==> config.mk <==
export PLATFORM = sky130hd
export DESIGN_NAME = pipe_skid_reg
export DESIGN_NICKNAME = d
export VERILOG_FILES = /design/src/rtl/pipe_pkg.sv /design/src/rtl/reg_wen.sv /design/src/rtl/pipe_skid_reg.sv
export SDC_FILE = /design/constraint.sdc
export NUM_CORES = 1
export LEC_CHECK = 0
export CAP_MARGIN = 20
export CORE_ASPECT_RATIO = 0.9
export CORE_MARGIN = 5
export CORE_UTILIZATION = 48
export CTS_BUF_LIST = sky130_fd_sc_hd__clkbuf_4 sky130_fd_sc_hd__clkbuf_8 sky130_fd_sc_hd__clkbuf_16
export CTS_CLUSTER_DIAMETER = 50
export DETAILED_ROUTE_END_ITERATION = 12
export PLACE_DENSITY = 0.88
export SLEW_MARGIN = 10
export SYNTH_ARGS = -nofsm -noshare
export SYNTH_HDL_FRONTEND = slang
export SYNTH_SLANG_ARGS = --single-unit
==> constraint.sdc <==
create_clock -name clk -period 1.9 [get_ports clk]
set_input_delay 0.285 -clock clk [delete_from_list [all_inputs] [get_ports clk]]
set_output_delay 0.285 -clock clk [all_outputs]
set_load 0.1 [all_outputs]
==> src/rtl/pipe_pkg.sv <==
// pipe_pkg
// Shared types and constants for the skid-register pipeline stage.
//   state_t : occupancy state of the stage (EMPTY / BUSY / FULL)
//   OCC_W   : width of the occupancy count output (counts 0..2)
package pipe_pkg;

  // Two-bit state encoding; 2'b11 is never entered and is treated as
  // an illegal value that recovers to EMPTY.
  typedef enum logic [1:0] {
    EMPTY = 2'b00,
    BUSY  = 2'b01,
    FULL  = 2'b10
  } state_t;

  localparam int OCC_W = 2;

endpackage

==> src/rtl/reg_wen.sv <==
// reg_wen
// WIDTH-bit register with write enable and synchronous active-high reset.
// Ports:
//   clk  - clock, rising edge
//   rst  - synchronous active-high reset, loads RESET_VAL
//   wen  - write enable; q takes d on the next rising edge when high
//   d    - write data
//   q    - registered value
module reg_wen #(
  parameter int               WIDTH     = 16,
  parameter logic [WIDTH-1:0] RESET_VAL = '0
) (
  input  logic             clk,
  input  logic             rst,
  input  logic             wen,
  input  logic [WIDTH-1:0] d,
  output logic [WIDTH-1:0] q
);

  // Reset wins over a write; otherwise hold unless enabled.
  always_ff @(posedge clk) begin
    if (rst) begin
      q <= RESET_VAL;
    end else if (wen) begin
      q <= d;
    end
  end

endmodule

==> src/rtl/pipe_skid_reg.sv <==
// pipe_skid_reg
// Two-entry valid/ready pipeline register with a skid slot. The main
// register always drives out_data; the skid register catches the word
// accepted while downstream is stalled, so in_ready depends only on the
// registered state and never combinationally on out_ready.
// Ports:
//   clk        - clock, rising edge
//   rst        - synchronous active-high reset (empties stage, data = RESET_VAL)
//   flush      - synchronous flush; discards held entries and the offered input
//   in_valid   - upstream word available
//   in_ready   - stage can accept a word this cycle
//   in_data    - upstream payload
//   out_valid  - out_data holds a valid entry
//   out_ready  - downstream accepts out_data this cycle
//   out_data   - oldest held entry
//   occupancy  - number of held entries (0..2)
module pipe_skid_reg
  import pipe_pkg::*;
#(
  parameter int               WIDTH     = 16,
  parameter logic [WIDTH-1:0] RESET_VAL = '0
) (
  input  logic             clk,
  input  logic             rst,
  input  logic             flush,
  input  logic             in_valid,
  output logic             in_ready,
  input  logic [WIDTH-1:0] in_data,
  output logic             out_valid,
  input  logic             out_ready,
  output logic [WIDTH-1:0] out_data,
  output logic [OCC_W-1:0] occupancy
);

  state_t           state_q;
  state_t           state_d;
  logic             in_fire;
  logic             out_fire;
  logic             main_wen;
  logic             skid_wen;
  logic [WIDTH-1:0] main_d;
  logic [WIDTH-1:0] main_q;
  logic [WIDTH-1:0] skid_q;

  // Handshake outputs are pure decodes of the state register.
  assign in_ready  = (state_q != FULL);
  assign out_valid = (state_q != EMPTY);
  assign out_data  = main_q;

  // Transfers are suppressed during flush and reset so that neither
  // register is written and no word is counted as accepted or delivered.
  assign in_fire  = in_valid  & in_ready  & ~flush & ~rst;
  assign out_fire = out_valid & out_ready & ~flush & ~rst;

  // Occupancy follows the state; the illegal encoding reports zero.
  always_comb begin
    occupancy = '0;
    case (state_q)
      EMPTY:   occupancy = 2'd0;
      BUSY:    occupancy = 2'd1;
      FULL:    occupancy = 2'd2;
      default: occupancy = 2'd0;
    endcase
  end

  // State register.
  always_ff @(posedge clk) begin
    if (rst) begin
      state_q <= EMPTY;
    end else begin
      state_q <= state_d;
    end
  end

  // Next-state and register write-enable decode. The main register is
  // loaded from in_data except when promoting the skid entry out of FULL.
  always_comb begin
    state_d  = state_q;
    main_wen = 1'b0;
    skid_wen = 1'b0;
    main_d   = in_data;
    case (state_q)
      EMPTY: begin
        if (in_fire) begin
          main_wen = 1'b1;
          state_d  = BUSY;
        end
      end
      BUSY: begin
        if (in_fire && out_fire) begin
          main_wen = 1'b1;
        end else if (in_fire) begin
          skid_wen = 1'b1;
          state_d  = FULL;
        end else if (out_fire) begin
          state_d  = EMPTY;
        end
      end
      FULL: begin
        if (out_fire) begin
          main_wen = 1'b1;
          main_d   = skid_q;
          state_d  = BUSY;
        end
      end
      default: begin
        state_d = EMPTY;
      end
    endcase
    // Flush empties the stage; the fire gating already blocks any write.
    if (flush) begin
      state_d = EMPTY;
    end
  end

  reg_wen #(
    .WIDTH     (WIDTH),
    .RESET_VAL (RESET_VAL)
  ) u_main (
    .clk (clk),
    .rst (rst),
    .wen (main_wen),
    .d   (main_d),
    .q   (main_q)
  );

  reg_wen #(
    .WIDTH     (WIDTH),
    .RESET_VAL (RESET_VAL)
  ) u_skid (
    .clk (clk),
    .rst (rst),
    .wen (skid_wen),
    .d   (in_data),
    .q   (skid_q)
  );

endmodule

==> metrics.txt, run 1 <==
Distinct cells, synth=30; status=complete, no violations; Sequential cell area=about 700 um2; RSZ-0062 raised after global routing=no; total grt overflow=0; Port Buffers=40; Final Hold Fails=0; Internal Power=roughly 1200 uW; GPL Wtd Cong=about 0.76; fillcell total=about 280; clk sinks=34; Ports=a little over 40; fin crit share=0.869; post-synth top area share=0.416; Yosys reg bits=34; n_diodes=0; die extent in x=between 70 and 80 um; number of global-route vias before repair=approximately 1400; die height=65.4 um; H-tree depth=2; Comb pwr share=0.256; Slew @ Worst Pin=0.504 ns; die area=~4700 um2; hold buffers post-CTS=0; Tmin final=between 1.5 and 2 ns; Clock Skews=0.00268 ns; Data required, critical path=between 2 and 2.5 ns; Peak VDD IR=0.446 mV; area leader, netlist=dfxtp_1; clock share of power=0.302; Slew headroom=0.664; first-pass GRT wire length=about 6700 um; pin count of the biggest net entering global routing=34; Detailed Route WL=4180 um; area of the multi-input gates=837 um2; Post-synth top flop=dfxtp_1; Detail Placement HPWL=roughly 2900 um; CP Capture Type=flop; Placement Rows=20; worst hold-check slack=approximately 0.47 ns; nets=230; most common cell after layout, fill and taps aside=dfxtp_1; Sw Pwr=approximately 560 uW; final non-filler cell total=253; antenna-violating nets left=0; fmax=~610 MHz; DR pass1 iterations=5; Reg power frac=0.442; DRC=0; initial core utilization=0.491; Hold Path Class=flop to flop; PD cells=between 700 and 800 nW/um2; CTS tree=done; initial antenna violation count=0; setup violators final=0; DR iter-0 viols=between 200 and 250; Core Region=about 3300 um2; nature of the critical path startpoint=primary input; # Max-Cap Violations=0; P&R area growth vs syn=32.1%; Synth area leaders=dfxtp_1, a311oi_1, mux2i_1, a21oi_1, nand3_1; Cell Area, Synth=around 1600 um2; layout cells sized above 1=0.211; Num CTS Buffers=5; Global Route Usage Sum=0.184; post-synthesis async set-or-reset flop share=0; cell area after layout=2160 um2; crit-path max FO=17; DR vias/cell=around 6.1; cell count after synthesis=approximately 170; Synthesized Nets=around 190; wire per inst=16.5 um; Yosys Warn Count=0; Clock Latency Late Sink=a little under 0.3 ns; via count=~1500; EDFF count, synth=0; sequential fraction of the synthesis area=0.416; switch share=0.326; Synth Area per Inst=about 9.5 um2; fin util=0.649; Arr. time, crit path=about 1.8 ns; Worst Setup Path Type=primary input to flop; total power=1710 uW; Cell Area, Placed=just over 2000 um2; root buffer cell=clkbuf_8; commonest non-fill, non-tap cells in the layout=dfxtp_1, a311oi_1, buf_4; Max Root-Sink Buffers=2; CTS clk-pin slew, worst paths=about 0.060 ns; max-slew violation count=0; Leak=around 0.00088 uW; Post-Place Cells=around 250
==> final cells by class <==
class / instances / share of cell area
clock buffer: 7 / 0.0388
inverter: 2 / 0.00348
multi-input combinational: 115 / 0.388
sequential: 34 / 0.315
tap: 44 / 0.0255
timing repair buffer: 51 / 0.229
==> synth_stat cells (2+ instances only) <==
cell type	count
nand3b_1	2
buf_6	2
o21ai_1	9
mux2i_1	16
clkbuf_1	8
buf_2	11
a311oi_1	32
nand3_1	16
dfxtp_1	34
a21oi_1	17
o21ai_0	7
==> cell families (layout without fill, tap and decap cells) <==
family | count (synthesis) | count (layout) | synth area share
compound gates | 69 | 69 | 0.297
flops | 34 | 34 | 0.416
buf+inv | 24 | 60 | 0.0750
simple gates | 30 | 30 | 0.114
mux | 16 | 16 | 0.0979
==> worst paths after layout <==
path | startpoint | end | slack (ns) | cells past startpoint
worst min-delay path | u_skid.q[5] | u_skid.q[5] | 0.47 | 2
worst min register to register | u_skid.q[5] | u_skid.q[5] | 0.47 | 2
worst max-delay path | out_ready | u_skid.q[9] | 0.25 | 4
worst max register to register | state_q[1] | u_main.q[1] | 0.39 | 3
==> power groups by stage <==
| stage | Sequential [uW] | Clock [uW] | Combinational, uW |
|---|---|---|---|
| 6_report | 757 | 517 | 438 |
| 5_1_grt | 762 | 569 | 458 |
| 4_1_cts | 758 | 526 | 438 |
| 3_5_place_dp | 773 | 0 | 437 |
| 3_3_place_gp | 773 | 0 | 432 |
| 2_1_floorplan | 943 | 0 | 133 |
==> state kept, by name, summed over array words and instances, names as in the netlist <==
name	flops
state_q	2
u_main.q	16
u_skid.q	16
==> through the flow <==
stage	setup slack (ns)	TNS (ns)
after floorplan	0.0591	0
after global placement	-0.0156	-0.0296
after detailed placement	-0.105	-1.11
after CTS	0.185	0
after global routing	0.157	0
final	0.249	0
==> layer usage <==
layer,vias up,part of all wire,track usage
met5,-,0,0
met4,0,0.019,0.0798
met3,8,0.087,0.0581
met2,64,0.47,0.267
met1,717,0.42,0.249
li1,747,-,-
==> what timing repair did <==
action | CTS | global route
setup buffers | 0 | 0
gates resized for setup | 0 | 1
setup endpoints to repair | 0 | 2
hold endpoints to repair | 0 | 0
==> critical path, stage by stage <==
cell and delay (ns):
clkdlybuf4s50_1 0.55, or3_1 0.60, o21ai_0 0.28, a21oi_1 0.09
(Power assumes the default switching activity.)
==> inputs of run 2 (changes only) <==
--- a/config.mk
+++ b/config.mk
@@ -12,8 +12,9 @@
 export CTS_BUF_LIST = sky130_fd_sc_hd__clkbuf_4 sky130_fd_sc_hd__clkbuf_8 sky130_fd_sc_hd__clkbuf_16
 export CTS_CLUSTER_DIAMETER = 50
 export DETAILED_ROUTE_END_ITERATION = 12
+export GPL_TIMING_DRIVEN = 0
 export PLACE_DENSITY = 0.88
-export SLEW_MARGIN = 10
+export SLEW_MARGIN = 20
 export SYNTH_ARGS = -nofsm -noshare
 export SYNTH_HDL_FRONTEND = slang
 export SYNTH_SLANG_ARGS = --single-unit
==> run 2 against run 1 <==
Critical path depth is 1 lower; utilization down 0.15 points; clock skew fell by 0.0018 ns; die area did not move; power decreased by 1.0%; final cell count up 4.0%; global-route usage is 0.28 points lower; critical path type is now flop to output port; count of clock-buffer cells in the layout unchanged.
==> metrics.txt, run 2 (synthesis results as in run 1) <==
status=complete, no violations; Detail Placement HPWL=3040 um (+6.3%); initial antenna violation count=0 (unchanged); Detailed Route WL=4230 um (+1.2%); CTS tree=done; die height=65.4 um (unchanged); pin count of the biggest net entering global routing=11 (-68%); Setup WS pre-CTS=-0.196 ns (-0.0909 ns); DR pass1 iterations=4 (-1); GRT busiest layer=met2; Core Region=3330 um2 (unchanged); # Max-Cap Violations=0 (unchanged); Arr. time, crit path=1.54 ns (-0.27 ns); total grt overflow=0 (unchanged); CTS clk-pin slew, worst paths=0.06 ns (about the same); die extent in x=71.5 um (unchanged); DR iter-0 viols=223 (-1.8%); PostCTS Resize Cnt=28 (+28); first-pass GRT wire length=6740 um (+0.10%); nature of the critical path startpoint=flop; root buffer cell=clkbuf_8; Critical Path Source=state_q[1]; met1 Usage GRT=0.252 (+0.00235); fillcell total=298 (+8.4%); clk sinks=34 (unchanged); met2 Usage GRT=0.281 (+0.0138); CP Capture Type=output port; setup TNS=0 ns (unchanged); antenna-violating nets left=0 (unchanged); die area=4680 um2 (unchanged); Data required, critical path=1.62 ns (-0.44 ns); DR vias/cell=5.98 (-1.4%); DRC=0 (unchanged); crit-path max FO=10 (-7); P&R area growth vs syn=31.8%; crit-path cells=nand2b_4, inv_2, clkdlybuf4s15_2; commonest non-fill, non-tap cells in the layout=dfxtp_1, a311oi_1, clkdlybuf4s50_1; most common cell after layout, fill and taps aside=dfxtp_1; Ports=41 (unchanged); largest registers=u_main.q x16, u_skid.q x16, state_q x2; via count=1574 (+2.5%); Worst Hold Launch=rst; setup violators final=0 (unchanged); Critical R2R Launch=state_q[1]; Clock Skews=0.000909 ns (-0.00177 ns); Largest stage delay, worst path=0.55 ns (-0.05 ns); fin util=0.647 (-0.00150); Peak VDD IR=0.493 mV (+11%); hold buffers post-CTS=0 (unchanged); Worst Setup Slack, final=0.0719 ns (-0.178 ns); met3 Use GR=0.0413 (-0.0168); max-slew violation count=0 (unchanged); postcts setup bufs=0 (unchanged); GPL Wtd Cong=0.808 (+5.7%); fin crit share=0.962 (+0.0935); wire per inst=16.1 um (-2.7%); PD cells=787 nW/um2 (-0.79%); Global Route Usage Sum=0.181 (-0.00279); Num CTS Buffers=5 (unchanged); layout cells sized above 1=0.137 (-0.0735); number of global-route vias before repair=1405 (-1.7%); Port Buffers=39 (-2.5%); Clock Latency Late Sink=0.28 ns (about the same); H-tree depth=2 (unchanged); n_diodes=0 (unchanged); slowest cell on the critical path=clkdlybuf4s15_2; Slew @ Worst Pin=0.963 ns (+0.459 ns); Hold Path Class=primary input to flop; Slew headroom=0.361 (-0.303); initial core utilization=0.491 (unchanged); RSZ-0062 raised after global routing=no; Tmin final=1.83 ns (+0.178 ns); nets=240 (+4.3%); fmax=547 MHz (-9.7%); Placement Rows=20 (unchanged); Leak=0.000909 uW (+3.0%); Worst Setup Path Type=flop to output port; Final Hold Fails=0 (unchanged); Max Root-Sink Buffers=2 (unchanged); worst hold-check slack=0.414 ns (-0.0592 ns)
## run 2: changes by cell type in the layout (fill, tap and decap cells not counted)
cell	delta
buf_2	+11
dlygate4sd2_1	+16
buf_12	-5
buf_6	+2
clkbuf_1	+8
and4bb_2	-1
and4bb_1	+1
clkdlybuf4s15_2	+4
clkdlybuf4s50_1	-1
buf_4	-25
## run 2: power by group
part	switching [uW]	internal, uW
Sequential	16.0	740
Clock	237	281
Combinational	304	116
Total	558	1140
## run 2: cell type report
| class | count | area (um2) | share of cell area |
|---|---|---|---|
| clock buffers | 7 | 83.8 | 0.0389 |
| well taps | 44 | 55.1 | 0.0256 |
| multi-input cells | 115 | 837 | 0.389 |
| inverters | 2 | 7.51 | 0.00348 |
| plain buffers | 22 | 115 | 0.0534 |
| repair buffers | 39 | 375 | 0.174 |
| flip-flops and latches | 34 | 681 | 0.316 |
## run 2: worst max-delay path, delay by kind of cell, from the launching register on
| kind | cells | cell delay, ns |
|---|---|---|
| flops | 1 | 0.54 |
| buf+inv | 2 | 0.63 |
| simple gates | 1 | 0.10 |
## run 2: stage by stage
step	instances	power, uW	instance area [um2]
global route	263	1760	2150
detailed placement	256	1210	2090
CTS	263	1700	2150
floorplan	173	1080	1640
global placement	256	1200	2090
finish	263	1700	2150
## run 2: final timing paths
path	cells after the start	slack, ns	endpoint
min	2	0.41	u_main.q[0]
min reg2reg	2	0.48	u_skid.q[1]
max reg2reg	5	0.29	u_main.q[6]
max	3	0.07	occupancy[1]
## run 2: routing by layer
metal	wire length [um]	part of all wire
met4	40	0.0095
met3	358	0.085
met2	1980	0.47
met1	1840	0.44
met5	0	0
